[src/rtl/cpu6502_pkg.sv]
// cpu6502_pkg: addressing-mode encoding plus per-mode instruction length and
// operand-read count tables, shared by the opcode decoder and addr_gen.
package cpu6502_pkg;

  localparam int unsigned ADDR_W = 16;
  localparam int unsigned DATA_W = 8;
  localparam int unsigned MODE_W = 4;
  localparam int unsigned LEN_W  = 2;
  localparam int unsigned RCNT_W = 3;

  // Addressing modes as emitted by the opcode decoder; 4'hD/4'hE are unused.
  typedef enum logic [MODE_W-1:0] {
    AM_ACC  = 4'h0,
    AM_IMM  = 4'h1,
    AM_ZP   = 4'h2,
    AM_ZPX  = 4'h3,
    AM_ZPY  = 4'h4,
    AM_ABS  = 4'h5,
    AM_ABSX = 4'h6,
    AM_ABSY = 4'h7,
    AM_IND  = 4'h8,
    AM_INDX = 4'h9,
    AM_INDY = 4'hA,
    AM_IMP  = 4'hB,
    AM_REL  = 4'hC,
    AM_INV  = 4'hF
  } addr_mode_e;

  // Operand memory reads per mode.
  localparam logic [RCNT_W-1:0] RD_NONE = 3'd0;
  localparam logic [RCNT_W-1:0] RD_ONE  = 3'd1;
  localparam logic [RCNT_W-1:0] RD_TWO  = 3'd2;
  localparam logic [RCNT_W-1:0] RD_FOUR = 3'd4;

  // Instruction length in bytes.
  localparam logic [LEN_W-1:0] LEN_ONE   = 2'd1;
  localparam logic [LEN_W-1:0] LEN_TWO   = 2'd2;
  localparam logic [LEN_W-1:0] LEN_THREE = 2'd3;

  // True for every encoding the address generator understands.
  function automatic logic mode_valid(input logic [MODE_W-1:0] m);
    case (m)
      AM_ACC, AM_IMM, AM_ZP, AM_ZPX, AM_ZPY, AM_ABS, AM_ABSX, AM_ABSY,
      AM_IND, AM_INDX, AM_INDY, AM_IMP, AM_REL: mode_valid = 1'b1;
      default:                                  mode_valid = 1'b0;
    endcase
  endfunction

  // Number of operand-resolution memory reads.
  function automatic logic [RCNT_W-1:0] mode_reads(input logic [MODE_W-1:0] m);
    case (m)
      AM_IMM, AM_ZP, AM_ZPX, AM_ZPY, AM_REL: mode_reads = RD_ONE;
      AM_ABS, AM_ABSX, AM_ABSY:              mode_reads = RD_TWO;
      AM_IND, AM_INDX, AM_INDY:              mode_reads = RD_FOUR;
      default:                               mode_reads = RD_NONE;
    endcase
  endfunction

  // Instruction length including the opcode byte.
  function automatic logic [LEN_W-1:0] mode_len(input logic [MODE_W-1:0] m);
    case (m)
      AM_IMM, AM_ZP, AM_ZPX, AM_ZPY, AM_REL,
      AM_INDX, AM_INDY:                      mode_len = LEN_TWO;
      AM_ABS, AM_ABSX, AM_ABSY, AM_IND:      mode_len = LEN_THREE;
      default:                               mode_len = LEN_ONE;
    endcase
  endfunction

endpackage

[src/rtl/addr_gen.sv]
// addr_gen: resolves the effective address / operand of the fetched
// instruction by walking operand and pointer bytes through memory.
//   clk, rst        clock, synchronous active-high reset
//   start           begin resolution (accepted only in IDLE)
//   mode, pc_in,    addressing mode, opcode address, index registers;
//   x, y            latched on an accepted start
//   mem_addr/mem_rd read request; mem_rdata returns one cycle later
//   busy, done      non-IDLE indicator, one-cycle completion pulse
//   ea, operand,    results, held from done until the next accepted start
//   pc_adv,
//   page_cross,
//   error
module addr_gen
  import cpu6502_pkg::*;
(
  input  logic              clk,
  input  logic              rst,
  input  logic              start,
  input  logic [MODE_W-1:0] mode,
  input  logic [ADDR_W-1:0] pc_in,
  input  logic [DATA_W-1:0] x,
  input  logic [DATA_W-1:0] y,
  output logic [ADDR_W-1:0] mem_addr,
  output logic              mem_rd,
  input  logic [DATA_W-1:0] mem_rdata,
  output logic              busy,
  output logic              done,
  output logic [ADDR_W-1:0] ea,
  output logic [DATA_W-1:0] operand,
  output logic [LEN_W-1:0]  pc_adv,
  output logic              page_cross,
  output logic              error
);

  typedef enum logic [3:0] {
    IDLE, RD_LO, CAP_LO, RD_HI, CAP_HI,
    PTR_LO_RD, PTR_LO_CAP, PTR_HI_RD, PTR_HI_CAP, DONE
  } state_e;

  state_e              state_q, state_nxt;
  logic [MODE_W-1:0]   mode_q, mode_nxt;
  logic [DATA_W-1:0]   x_q, x_nxt, y_q, y_nxt;
  logic [DATA_W-1:0]   b1_q, b1_nxt, ptr_lo_q, ptr_lo_nxt;
  logic [ADDR_W-1:0]   mem_addr_q, mem_addr_nxt;
  logic                mem_rd_q, mem_rd_nxt;
  logic                busy_q, busy_nxt, done_q, done_nxt;
  logic [ADDR_W-1:0]   ea_q, ea_nxt;
  logic [DATA_W-1:0]   operand_q, operand_nxt;
  logic [LEN_W-1:0]    pc_adv_q, pc_adv_nxt;
  logic                page_cross_q, page_cross_nxt;
  logic                error_q, error_nxt;

  logic [DATA_W-1:0]   idx;
  logic [ADDR_W-1:0]   add_a, add_b, sum;
  logic                add_ci, carry8;

  assign idx = (mode_q == AM_ZPY || mode_q == AM_ABSY || mode_q == AM_INDY) ? y_q : x_q;

  // Operand select for the single shared 16-bit adder, keyed on the state being left.
  always_comb begin : adder_operands
    add_a  = '0;
    add_b  = '0;
    add_ci = 1'b0;
    case (state_q)
      IDLE: begin
        add_a  = pc_in;
        add_ci = 1'b1;
      end
      CAP_LO: begin
        if (mode_q == AM_ZPX || mode_q == AM_ZPY) begin
          add_a = {8'h00, mem_rdata};
          add_b = {8'h00, idx};
        end else if (mode_q == AM_REL) begin
          // mem_addr_q still holds pc+1, so pc+2+sext(b1) needs only the carry-in
          add_a  = mem_addr_q;
          add_b  = {{8{mem_rdata[7]}}, mem_rdata};
          add_ci = 1'b1;
        end else begin
          add_a  = mem_addr_q;
          add_ci = 1'b1;
        end
      end
      CAP_HI: begin
        if (mode_q == AM_INDX) begin
          add_a = {8'h00, b1_q};
          add_b = {8'h00, x_q};
        end else begin
          add_a = {mem_rdata, b1_q};
          add_b = {8'h00, idx};
        end
      end
      PTR_LO_CAP: begin
        add_a  = mem_addr_q;
        add_ci = 1'b1;
      end
      PTR_HI_CAP: begin
        add_a = {mem_rdata, ptr_lo_q};
        add_b = {8'h00, y_q};
      end
      default: ;
    endcase
  end

  assign sum    = add_a + add_b + ADDR_W'(add_ci);
  // Carry out of the low byte, recovered from bit 8 of the full sum.
  assign carry8 = sum[8] ^ add_a[8] ^ add_b[8];

  // Next-state and registered-output logic.
  always_comb begin : fsm_next
    state_nxt      = state_q;
    mode_nxt       = mode_q;
    x_nxt          = x_q;
    y_nxt          = y_q;
    b1_nxt         = b1_q;
    ptr_lo_nxt     = ptr_lo_q;
    mem_addr_nxt   = mem_addr_q;
    ea_nxt         = ea_q;
    operand_nxt    = operand_q;
    pc_adv_nxt     = pc_adv_q;
    page_cross_nxt = page_cross_q;
    error_nxt      = error_q;
    mem_rd_nxt     = 1'b0;
    busy_nxt       = 1'b0;
    done_nxt       = 1'b0;

    case (state_q)
      IDLE: begin
        if (start) begin
          mode_nxt = mode;
          x_nxt    = x;
          y_nxt    = y;
          if (mode_reads(mode) == RD_NONE) begin
            state_nxt      = DONE;
            ea_nxt         = '0;
            operand_nxt    = '0;
            pc_adv_nxt     = mode_len(mode);
            page_cross_nxt = 1'b0;
            error_nxt      = ~mode_valid(mode);
          end else begin
            state_nxt    = RD_LO;
            mem_addr_nxt = sum;
          end
        end
      end
      RD_LO: state_nxt = CAP_LO;
      CAP_LO: begin
        b1_nxt = mem_rdata;
        if (mode_reads(mode_q) == RD_ONE) begin
          state_nxt      = DONE;
          pc_adv_nxt     = mode_len(mode_q);
          page_cross_nxt = 1'b0;
          error_nxt      = 1'b0;
          operand_nxt    = (mode_q == AM_IMM || mode_q == AM_REL) ? mem_rdata : '0;
          case (mode_q)
            AM_IMM:         ea_nxt = mem_addr_q;
            AM_ZP:          ea_nxt = {8'h00, mem_rdata};
            AM_ZPX, AM_ZPY: ea_nxt = {8'h00, sum[7:0]};
            default:        ea_nxt = sum;
          endcase
        end else begin
          // Second operand byte at pc+2; for the zero-page indirect modes it is a dummy read.
          state_nxt    = RD_HI;
          mem_addr_nxt = sum;
        end
      end
      RD_HI: state_nxt = CAP_HI;
      CAP_HI: begin
        if (mode_reads(mode_q) == RD_TWO) begin
          state_nxt      = DONE;
          pc_adv_nxt     = mode_len(mode_q);
          error_nxt      = 1'b0;
          operand_nxt    = '0;
          ea_nxt         = (mode_q == AM_ABS) ? {mem_rdata, b1_q} : sum;
          page_cross_nxt = (mode_q != AM_ABS) && carry8;
        end else begin
          state_nxt = PTR_LO_RD;
          case (mode_q)
            AM_IND:  mem_addr_nxt = {mem_rdata, b1_q};
            AM_INDX: mem_addr_nxt = {8'h00, sum[7:0]};
            default: mem_addr_nxt = {8'h00, b1_q};
          endcase
        end
      end
      PTR_LO_RD: state_nxt = PTR_LO_CAP;
      PTR_LO_CAP: begin
        ptr_lo_nxt   = mem_rdata;
        state_nxt    = PTR_HI_RD;
        // Increment only the low byte: pointer fetch never carries into the page.
        mem_addr_nxt = {mem_addr_q[15:8], sum[7:0]};
      end
      PTR_HI_RD: state_nxt = PTR_HI_CAP;
      PTR_HI_CAP: begin
        state_nxt      = DONE;
        pc_adv_nxt     = mode_len(mode_q);
        error_nxt      = 1'b0;
        operand_nxt    = '0;
        ea_nxt         = (mode_q == AM_INDY) ? sum : {mem_rdata, ptr_lo_q};
        page_cross_nxt = (mode_q == AM_INDY) && carry8;
      end
      DONE:    state_nxt = IDLE;
      default: state_nxt = IDLE;
    endcase

    mem_rd_nxt = (state_nxt == RD_LO) || (state_nxt == RD_HI) ||
                 (state_nxt == PTR_LO_RD) || (state_nxt == PTR_HI_RD);
    busy_nxt   = (state_nxt != IDLE);
    done_nxt   = (state_nxt == DONE);
  end

  // State and output registers.
  always_ff @(posedge clk) begin
    if (rst) begin
      state_q      <= IDLE;
      mode_q       <= '0;
      x_q          <= '0;
      y_q          <= '0;
      b1_q         <= '0;
      ptr_lo_q     <= '0;
      mem_addr_q   <= '0;
      mem_rd_q     <= 1'b0;
      busy_q       <= 1'b0;
      done_q       <= 1'b0;
      ea_q         <= '0;
      operand_q    <= '0;
      pc_adv_q     <= '0;
      page_cross_q <= 1'b0;
      error_q      <= 1'b0;
    end else begin
      state_q      <= state_nxt;
      mode_q       <= mode_nxt;
      x_q          <= x_nxt;
      y_q          <= y_nxt;
      b1_q         <= b1_nxt;
      ptr_lo_q     <= ptr_lo_nxt;
      mem_addr_q   <= mem_addr_nxt;
      mem_rd_q     <= mem_rd_nxt;
      busy_q       <= busy_nxt;
      done_q       <= done_nxt;
      ea_q         <= ea_nxt;
      operand_q    <= operand_nxt;
      pc_adv_q     <= pc_adv_nxt;
      page_cross_q <= page_cross_nxt;
      error_q      <= error_nxt;
    end
  end

  assign mem_addr   = mem_addr_q;
  assign mem_rd     = mem_rd_q;
  assign busy       = busy_q;
  assign done       = done_q;
  assign ea         = ea_q;
  assign operand    = operand_q;
  assign pc_adv     = pc_adv_q;
  assign page_cross = page_cross_q;
  assign error      = error_q;

endmodule

[config.mk]
export PLATFORM = sky130hd
export DESIGN_NAME = addr_gen
export DESIGN_NICKNAME = d
export VERILOG_FILES = /design/src/rtl/cpu6502_pkg.sv /design/src/rtl/addr_gen.sv
export SDC_FILE = /design/constraint.sdc
export NUM_CORES = 1
export LEC_CHECK = 0
export ABC_AREA = 1
export BUFFER_PORTS_ARGS = -buffer_cell sky130_fd_sc_hd__buf_2
export CAP_MARGIN = 20
export CORE_MARGIN = 2
export CORE_UTILIZATION = 50
export CTS_CLUSTER_SIZE = 40
export DETAILED_ROUTE_END_ITERATION = 8
export PLACE_DENSITY = 0.71
export SLEW_MARGIN = 20
export SYNTH_ARGS = -nofsm -noshare
export SYNTH_HDL_FRONTEND = slang
export SYNTH_SLANG_ARGS = --single-unit
[constraint.sdc]
create_clock -name clk -period 4.1 [get_ports clk]
set_input_delay 0.41 -clock clk [delete_from_list [all_inputs] [get_ports clk]]
set_output_delay 0.41 -clock clk [all_outputs]
set_load 0.02 [all_outputs]
; After elaboration in Yosys (flattened, before gate mapping)
; Memories as Yosys holds them, arrays and structs flattened. A register that Yosys moved wholly into a read port is not among the register bits.
; Index checks and enable logic that the tools add are counted.
[word_totals]
regBits = 87
rom_bits = 288
inputBits = 47
out_inout_bits = 47
elab_cells = 150
mem_count = 8
[classes]
n_addsub = 2
eq_ne = 33
mux = 66
n_bitwise = 4
reduce_logical = 21
[mem_list]
columns = memory, depth, width, read_ports, rd_clocked_by_memory_dff, wr, line_no
row1 = (name not given), 16, 3, 1, 0, 0, cpu6502_pkg.sv:51  ; case (m)
row2 = (name not given), 16, 3, 1, 1, 0, cpu6502_pkg.sv:51
row3 = (name not given), 16, 3, 1, 1, 0, cpu6502_pkg.sv:51
row4 = (name not given), 16, 2, 1, 0, 0, cpu6502_pkg.sv:61  ; case (m)
row5 = (name not given), 16, 2, 1, 1, 0, cpu6502_pkg.sv:61
row6 = (name not given), 16, 2, 1, 1, 0, cpu6502_pkg.sv:61
row7 = +2 memories, -, -, -, -, -, -
[ops]
columns = operator, count
row1 = 16-bit 2-to-1 mux, 14
row2 = 16-bit case mux with 4 select lines, 2
row3 = 16-bit case mux with 3 select lines, 2
row4 = 16-bit case mux with 5 select lines, 1
row5 = 4-bit 2-to-1 mux, 14
row6 = 8-bit 2-to-1 mux, 7
row7 = 4-bit by 3-bit == test with 1-bit output (second input constant), 9
row8 = 4-bit case mux with 9 select lines, 1
row9 = 16-bit case mux with 2 select lines, 1
row10 = 8-bit case mux with 4 select lines, 1
row11 = 4-bit == test (second input constant), 6
row12 = 4-bit by 2-bit == test with 1-bit output (second input constant), 5
row13 = 16-bit by 1-bit adder with 16-bit output, 1
row14 = 16-bit adder, 1
row15 = 2-bit inequality test (second input constant), 7
row16 = 4-bit by 1-bit == test with 1-bit output (second input constant), 3
row17 = 3-bit 2-to-1 mux, 4
row18 = 4-bit nonzero test, 3
row19 = 1-bit 2-to-1 mux, 11
row20 = 5-bit AND reduction, 2
row21 = 2-bit 2-to-1 mux, 4
row22 = 1-bit case mux with 4 select lines, 2
row23 = 2-bit case mux with 4 select lines, 1
row24 = 1-bit logical OR, 7
row25 = 13 further kinds, 17

; Depth between registers and ports, before layout
; Gate-level depths: netlist of the first run.
[depth]
depth_word = 13
ltp_mapped = 24
mapped_depth_nobuf = 22

; Worst setup path after synthesis of the first run
; No wires, ideal clock.
[synth_timing]
path_type = register to register
from = register mode_q[1]
to = register ea_q[12], in the netlist ea[12]
setup_time_ps = 119
t_arrival_ps = 3270
required_ps = 3981
path_slack_ps = 710
path_stages_with_launch = 20
path_buffers = 1
period_less_slack_ps = 3390
path_cell_list = dfxtp_1 inv_1 nor3_4 inv_1 nand2_2 buf_2 o21ai_1 o21ai_0 o221ai_1 fa_1 fa_1 nand3_1 nand2_1 nand3_1 nand3_1 or2_2 nand2_1 o21ai_0 inv_1 a21oi_1
[synth_between]
elab_chain_len = 11
word_cells_on_any_way = 31
cone_classes = add/sub (2) / eq/ne (9) / mux (16) / reduce/logical (4)
[synth_rtl]
columns = element, line_no
row1 = "start, declared", addr_gen.sv:41  ; logic [MODE_W-1:0] mode_q, mode_nxt;
row2 = "start signal, assigned", addr_gen.sv:230  ; mode_q <= mode_nxt;
row3 = "4-bit by 3-bit == test with 1-bit output, on equally long branches", "addr_gen.sv:57, addr_gen.sv:70, addr_gen.sv:154"
row4 = 1-bit logical OR (2 in series), addr_gen.sv:57  ; assign idx = (mode_q == AM_ZPY || mode_q == AM_ABSY || mode_q == AM_INDY) ? y_q : x_q;
row5 = 8-bit 2-to-1 mux, addr_gen.sv:57
row6 = 8-bit 2-to-1 mux or 16-bit 2-to-1 mux (tied branches), "addr_gen.sv:84, addr_gen.sv:70"
row7 = 16-bit case mux with 3 select lines, addr_gen.sv:64  ; case (state_q)
row8 = 16-bit adder, addr_gen.sv:104  ; assign sum = add_a + add_b + ADDR_W'(add_ci);
row9 = 16-bit by 1-bit adder with 16-bit output, addr_gen.sv:104
row10 = 16-bit case mux with 3 select lines or 16-bit 2-to-1 mux (tied branches), "addr_gen.sv:154, addr_gen.sv:173"
row11 = "16-bit 2-to-1 mux, on equally long branches", "addr_gen.sv:148, addr_gen.sv:168"
row12 = 16-bit case mux with 4 select lines (*), addr_gen.sv:126  ; case (state_q)
row13 = "end signal, assigned", addr_gen.sv:239  ; ea_q <= ea_nxt;
row14 = "end, declared", addr_gen.sv:47  ; logic [ADDR_W-1:0] ea_q, ea_nxt;
; Every way passes the cells marked *; elsewhere a longest branch is shown, timed or not. The select of a mux whose other input is x is not followed.
; A chain may end at the register's enable or synchronous reset.

; Final worst setup path of the first run
[layout_timing]
from = register mode_q[0]
to = register ea_q[12], in the netlist ea[12]
; Same word-level chain as after synthesis.

==> metrics, run 1 <==
Final ANT Viol Nets 0; most frequent cells in the layout nand2_1 (173), inv_1 (114), a21oi_1 (98), buf_2 (93), dfxtp_1 (92); initial drt markers 950; Max clock buf depth 2; delay-heaviest family, CP simple AND/OR/NAND/NOR gates; Sink Count 92; vias per std cell 5.77; simple-gate share of the synthesized area 0.271; status completed; Post-CTS Hold Buffers 0; sequential share of the synthesized area 0.293; Worst path slowest cell dfxtp_1; All-Layer GR Usage 0.326; Largest stage delay, worst path about 550 ps; largest net degree at the start of global routing 46; final slew viol count 0; IO Pins 94; Synth async-reset ratio 0; CTS buffer count 9; post-route clock period utilization 0.944; drt drc 0; area delta synth->final 14.8%; Routed wire per std cell 18.3 µm; H-Tree Level Count 3; Core Footprint 12100 µm²; diodes inserted 0; Cell Chain, Critical Path nor2_2 -> o21ai_1 -> nand2_4 -> a21oi_2 -> o221ai_1 -> fa_1 -> fa_1 -> nand3_1 -> nand2_1 -> nand3_1 -> nand3_1 -> or2_2 -> nand2_1 -> o22ai_1 -> nand2_1 -> a21oi_1; Rows 40; Buf/Inv on CP 0; worst slew pin tran 680 ps; CP Class reg2reg; final net count roughly 1100; Crit. End Element register; skew final approximately 10 ps; FILL cells 1258; Worst Path Required ~4400 ps; crit path DAT ~4100 ps; max-cap viol count 0; starting density of the core 0.518; Synth Register Bits 92; EDFF count, synth 0; peak supply drop 0.358 mV; multiplexer share of the synthesized area 0.00159; XOR/XNOR Fraction of Synth Area 0.00976; P per Cell Area about 760 nW/µm²; Worst-Skew Late Latency 350 ps; Yosys warning count 0; Pleak 3.37 nW; startpoint types register; Crit Path Max Fanout 16; count of final hold-check violations 0; setup TNS 0 ps; initial antenna violation count 0; Most used DFF post-synth dfxtp_1; hpwl dp 16400 µm; share of cells above drive strength 1 0.171; buffers added on ports 93; final worst setup slack 229 ps; library cells used by synthesis 53; Syn Nets 1020; CTS clk-pin slew, worst paths 70 ps; gpl congestion slightly below 1; DIE HEIGHT between 100 and 150 µm; Die Wd 116 µm; Place WS 246 ps; WL final 22000 µm; # setup viols final 0; Pre-antenna DRT Iters 7; Compound-Gate Fraction of Synth Area 0.266; Hold Crit Class in2reg; Mean Syn Cell Area between 6 and 7 µm²; crit path time final around 3900 ps; number of global-route vias before repair roughly 6200; TritonCTS clock tree built; largest family of logic cells by synthesized area simple AND/OR/NAND/NOR gates; RSZ-0062 raised after global routing no; DIE AREA about 13000 µm²; via count slightly below 7000; Rel. slew slack 0.545; post-synthesis adder-cell area fraction 0.0542; FMAX 0.258 GHz; first-pass GRT wire length 33400 µm; commonest non-fill, non-tap cell in the layout nand2_1; CTS root buf clkbuf_16; total gr overflow 0; Gate Count Post-Synth ~950; Syn Std Cell Area 6280 µm²
-- power by group --
part | switching, mW | internal [mW] | leakage, nW
clock | 0.375 | 0.536 | 0.157
combinational | 2.32 | 0.977 | 2.46
sequential | 0.163 | 1.14 | 0.755
total | 2.85 | 2.66 | 3.37
-- state kept, by name, indices dropped and copies added (netlist names), 2 cells and up, named ones only --
| register | count |
|---|---|
| b1_q | 8 |
| ea | 16 |
| mem_addr | 16 |
| mode_q | 4 |
| operand | 8 |
| pc_adv | 2 |
| ptr_lo_q | 8 |
| state_q | 4 |
| x_q | 8 |
| y_q | 8 |
-- final timing paths --
path	startpoint	end	slack, ps	depth (start not counted)
worst max-delay path	mode_q[0]$_SDFFE_PP0P_	ea[12]$_SDFFE_PP0P_	230	16
worst min-delay path	y[7]	y_q[7]$_SDFFE_PP0P_	290	3
worst max register to register	mode_q[0]$_SDFFE_PP0P_	ea[12]$_SDFFE_PP0P_	230	16
worst min register to register	operand[3]$_SDFFE_PP0P_	operand[3]$_SDFFE_PP0P_	460	2
-- per-stage QoR --
step / hold WS [ps] / cells / util / power (mW) / instance area [µm²]
6_report: 290 / 1202 / 0.595 / 5.51 / 7210
4_1_cts: 292 / 1200 / 0.593 / 5.43 / 7180
2_1_floorplan: 430 / 947 / - / 3.65 / 6280
3_5_place_dp: 454 / 1184 / 0.567 / 4.51 / 6860
5_1_grt: 322 / 1202 / 0.595 / 5.89 / 7210
3_3_place_gp: 451 / 1184 / 0.567 / 4.50 / 6860
-- final cells by class --
cell class	count	area [µm²]	area share
multi-input combinational	692	3800	0.527
sequential	92	1840	0.256
timing repair buffer	105	556	0.0771
clock inverter	6	87.6	0.0122
tap	168	210	0.0292
clock buffer	10	229	0.0318
inverter	129	487	0.0675
-- routing by layer --
metal | global-route usage | part of all wire | vias up
met3 | 0.0586 | 0.10 | 81
met1 | 0.445 | 0.42 | 3070
met4 | 0.166 | 0.050 | 0
met5 | 0 | 0 | -
li1 | - | - | 3369
met2 | 0.495 | 0.43 | 421
-- cell usage after synthesis (all sizes together), types with 3 or more instances --
cell    count  area (µm²)
o21ai     119         603
nand4       6        37.5
o22ai       9        56.3
xor2        5        43.8
o211ai      7        52.6
a31oi       9        56.3
a211oi      3        27.5
o221ai     20         175
nand3b      3        22.5
nor3        7        46.3
dfxtp      92        1840
nand2     184         726
clkbuf     16        60.1
nor2       98         465
inv       129         487
a221oi      9        78.8
a21oi     100         508
buf        18         109
or2         7        43.8
ha         24         300
nand3      60         323
-- what timing repair did --
item	CTS	global route
buffers inserted	0	2
setup endpoints to repair	0	3
gates resized for setup	0	3
-- cells by family after synthesis --
kind of cell,count (synthesis)
adder cells (fa/ha/maj),26
multiplexers,1
XOR/XNOR,7
AO/OA/AOI/OAI,290
flip-flops,92
buffers and inverters,163
AND/OR/NAND/NOR,368
-- worst register-to-register path, delay by kind of cell, from the launching register on --
family                   cells  cell delay (ps)
AO/OA/AOI/OAI                5             1040
flip-flops                   1              550
adder cells (fa/ha/maj)      2              990
AND/OR/NAND/NOR              9             1180
Note: power is estimated with default switching activity, not from simulation.
==> inputs of run 2 (changes only) <==
- ABC_CLOCK_PERIOD_IN_PS: default -> 4100
- PLACE_DENSITY: 0.71 -> default
- PLACE_DENSITY_LB_ADDON: default -> 0.1
==> run 2 against run 1 <==
Register-to-register slack improved by 130 ps. Worst setup slack improved by 130 ps. Worst hold slack got worse by 13 ps. Sequential share of layout area barely moved. Flip-flop and latch count did not move. Routed wire length fell by 0.20%. Global-route usage rose by 0.43 points. Design area fell by 0.12%. First-iteration DRC count fell by 22%. Power barely moved. Combinational power barely moved. Critical path depth rose by 3. Largest power group unchanged. Highest routed layer unchanged.
==> metrics, run 2 (same netlist as run 1, synthesis figures left out) <==
hold slack 277 ps; IO Pins 94; WL final 21900 µm; final net count roughly 1100; Die Wd 116 µm; Clk pwr share 0.162; gpl congestion 1.02; Max clock buf depth 2; starting density of the core 0.518; Rows 40; crit path DAT 3990 ps; Flop pwr share 0.236; Worst-Skew Late Latency 360 ps; peak supply drop 0.469 mV; skew final 7.97 ps; DIE HEIGHT 116 µm; Crit Path Max Fanout 12; Final ANT Viol Nets 0; Hold Crit Class in2reg; final slew viol count 0; Cell Count Post-Placement 1185; vias per std cell 5.75; Comb pwr share 0.601; Core Footprint 12100 µm²; Worst Path Required 4350 ps; P per Cell Area 765 nW/µm²; Setup Buffers After CTS 0; count of final hold-check violations 0; largest net degree at the start of global routing 45; r2r setup slk between 300 and 400 ps; CTS buffer count 9; RSZ-0062 raised after global routing no; Finished Layout Cells 1201; status completed; Sink Count 92; commonest non-fill, non-tap cell in the layout nand2_1; worst r2r path cells 19; diodes inserted 0; TritonCTS clock tree built; CP Class reg2reg; initial drt markers 739; Design Power 5.51 mW; crit path time final 3740 ps; setup TNS 0 ps; Psw 2.88 mW; Net Sw Frac 0.523; FF-to-FF End ea[12]$_SDFFE_PP0P_; most frequent cells in the layout nand2_1 (173), inv_1 (114), a21oi_1 (98), buf_2 (93), dfxtp_1 (92); startpoint types register; FMAX 0.267 GHz; share of cells above drive strength 1 0.171; # resized after CTS 0; All-Layer GR Usage 0.331; Rel. slew slack 0.581; DIE AREA 13500 µm²; H-Tree Level Count 3; final worst setup slack 357 ps; max-cap viol count 0; Crit. End Element register; Post-CTS Hold Buffers 0; via count 6902; number of global-route vias before repair 6245; Place WS 239 ps; area delta synth->final 14.6%; # setup viols final 0; end point of the critical path ea[12]$_SDFFE_PP0P_; CTS root buf clkbuf_16; hpwl dp 16700 µm; Pleak 3.37 nW; worst slew pin tran between 600 and 700 ps; total gr overflow 0; drt drc 0; initial antenna violation count 0; buffers added on ports 93; Pre-antenna DRT Iters 6; Routed wire per std cell 18.2 µm; Power Internal roughly 2.6 mW; Reg-to-Reg Start mode_q[0]$_SDFFE_PP0P_; CP Launch Point mode_q[0]$_SDFFE_PP0P_; first-pass GRT wire length 34000 µm; CTS clk-pin slew, worst paths ~70 ps; post-route clock period utilization 0.913
## run 2: cell types whose count changed in the layout (fill, tap and decap cells not counted)
cell       before  now
a21oi_4         0    1
a21oi_2         2    1
buf_4          12   11
clkinv_4        1    0
inv_8           0    1
clkbuf_1        1    0
clkbuf_8        0    1
bufinv_16       2    1
inv_6           1    2
## run 2: routing by layer
metal	up-vias	part of all wire	routed length (µm)	global-route usage
li1	3374	-	-	-
met1	3098	0.44	9620	0.453
met2	362	0.43	9420	0.504
met3	68	0.084	1830	0.0544
met4	0	0.047	1040	0.165
met5	-	0	0	0
## run 2: stage by stage
| step | utilization | area [µm²] |
|---|---|---|
| 4_1_cts | 0.593 | 7180 |
| 3_5_place_dp | 0.567 | 6870 |
| 5_1_grt | 0.594 | 7200 |
| 6_report | 0.594 | 7200 |
| 2_1_floorplan | - | 6280 |
| 3_3_place_gp | 0.567 | 6870 |
## run 2: layout make-up
type / count / area (µm²)
fill: 1258 / 4910
multi-input combinational: 692 / 3800
sequential: 92 / 1840
timing repair buffer: 104 / 548
inverter: 129 / 487
clock buffer: 10 / 239
tap: 168 / 210
clock inverter: 6 / 68.8
## run 2: power groups by stage
stage / logic, mW / clock network [mW] / registers (mW)
CTS: 3.23 / 0.892 / 1.30
global placement: 3.23 / 0 / 1.32
global route: 3.63 / 0.934 / 1.33
detailed placement: 3.21 / 0 / 1.32
finish: 3.31 / 0.895 / 1.30
floorplan: 2.21 / 0 / 1.43
## run 2: worst min-delay path by stage
stage / end / cells past startpoint / startpoint / slack, ps
floorplan: x_q[7]$_SDFFE_PP0P_ / 2 / x_q[7]$_SDFFE_PP0P_ / 430
global placement: operand[6]$_SDFFE_PP0P_ / 2 / operand[6]$_SDFFE_PP0P_ / 450
detailed placement: operand[0]$_SDFFE_PP0P_ / 2 / operand[0]$_SDFFE_PP0P_ / 450
CTS: y_q[7]$_SDFFE_PP0P_ / 3 / y[7] / 280
global route: y_q[7]$_SDFFE_PP0P_ / 3 / y[7] / 300
finish: y_q[7]$_SDFFE_PP0P_ / 3 / y[7] / 280
## run 2: worst max-delay path, cell delays in order (launching register included)
cell      delay (ps)
dfxtp_1          530
nor2_2           110
nand2_1          120
and2_4           270
nor2_2            70
inv_2            180
o21ai_0          110
o21ai_0           90
o221ai_1         160
fa_1             470
fa_1             520
nand3_1          100
nand2_1          110
nand3_1          100
nand3_1           90
or2_2            290
nand2_1           90
o22ai_1           70
nand2_1           90
a21oi_1           60
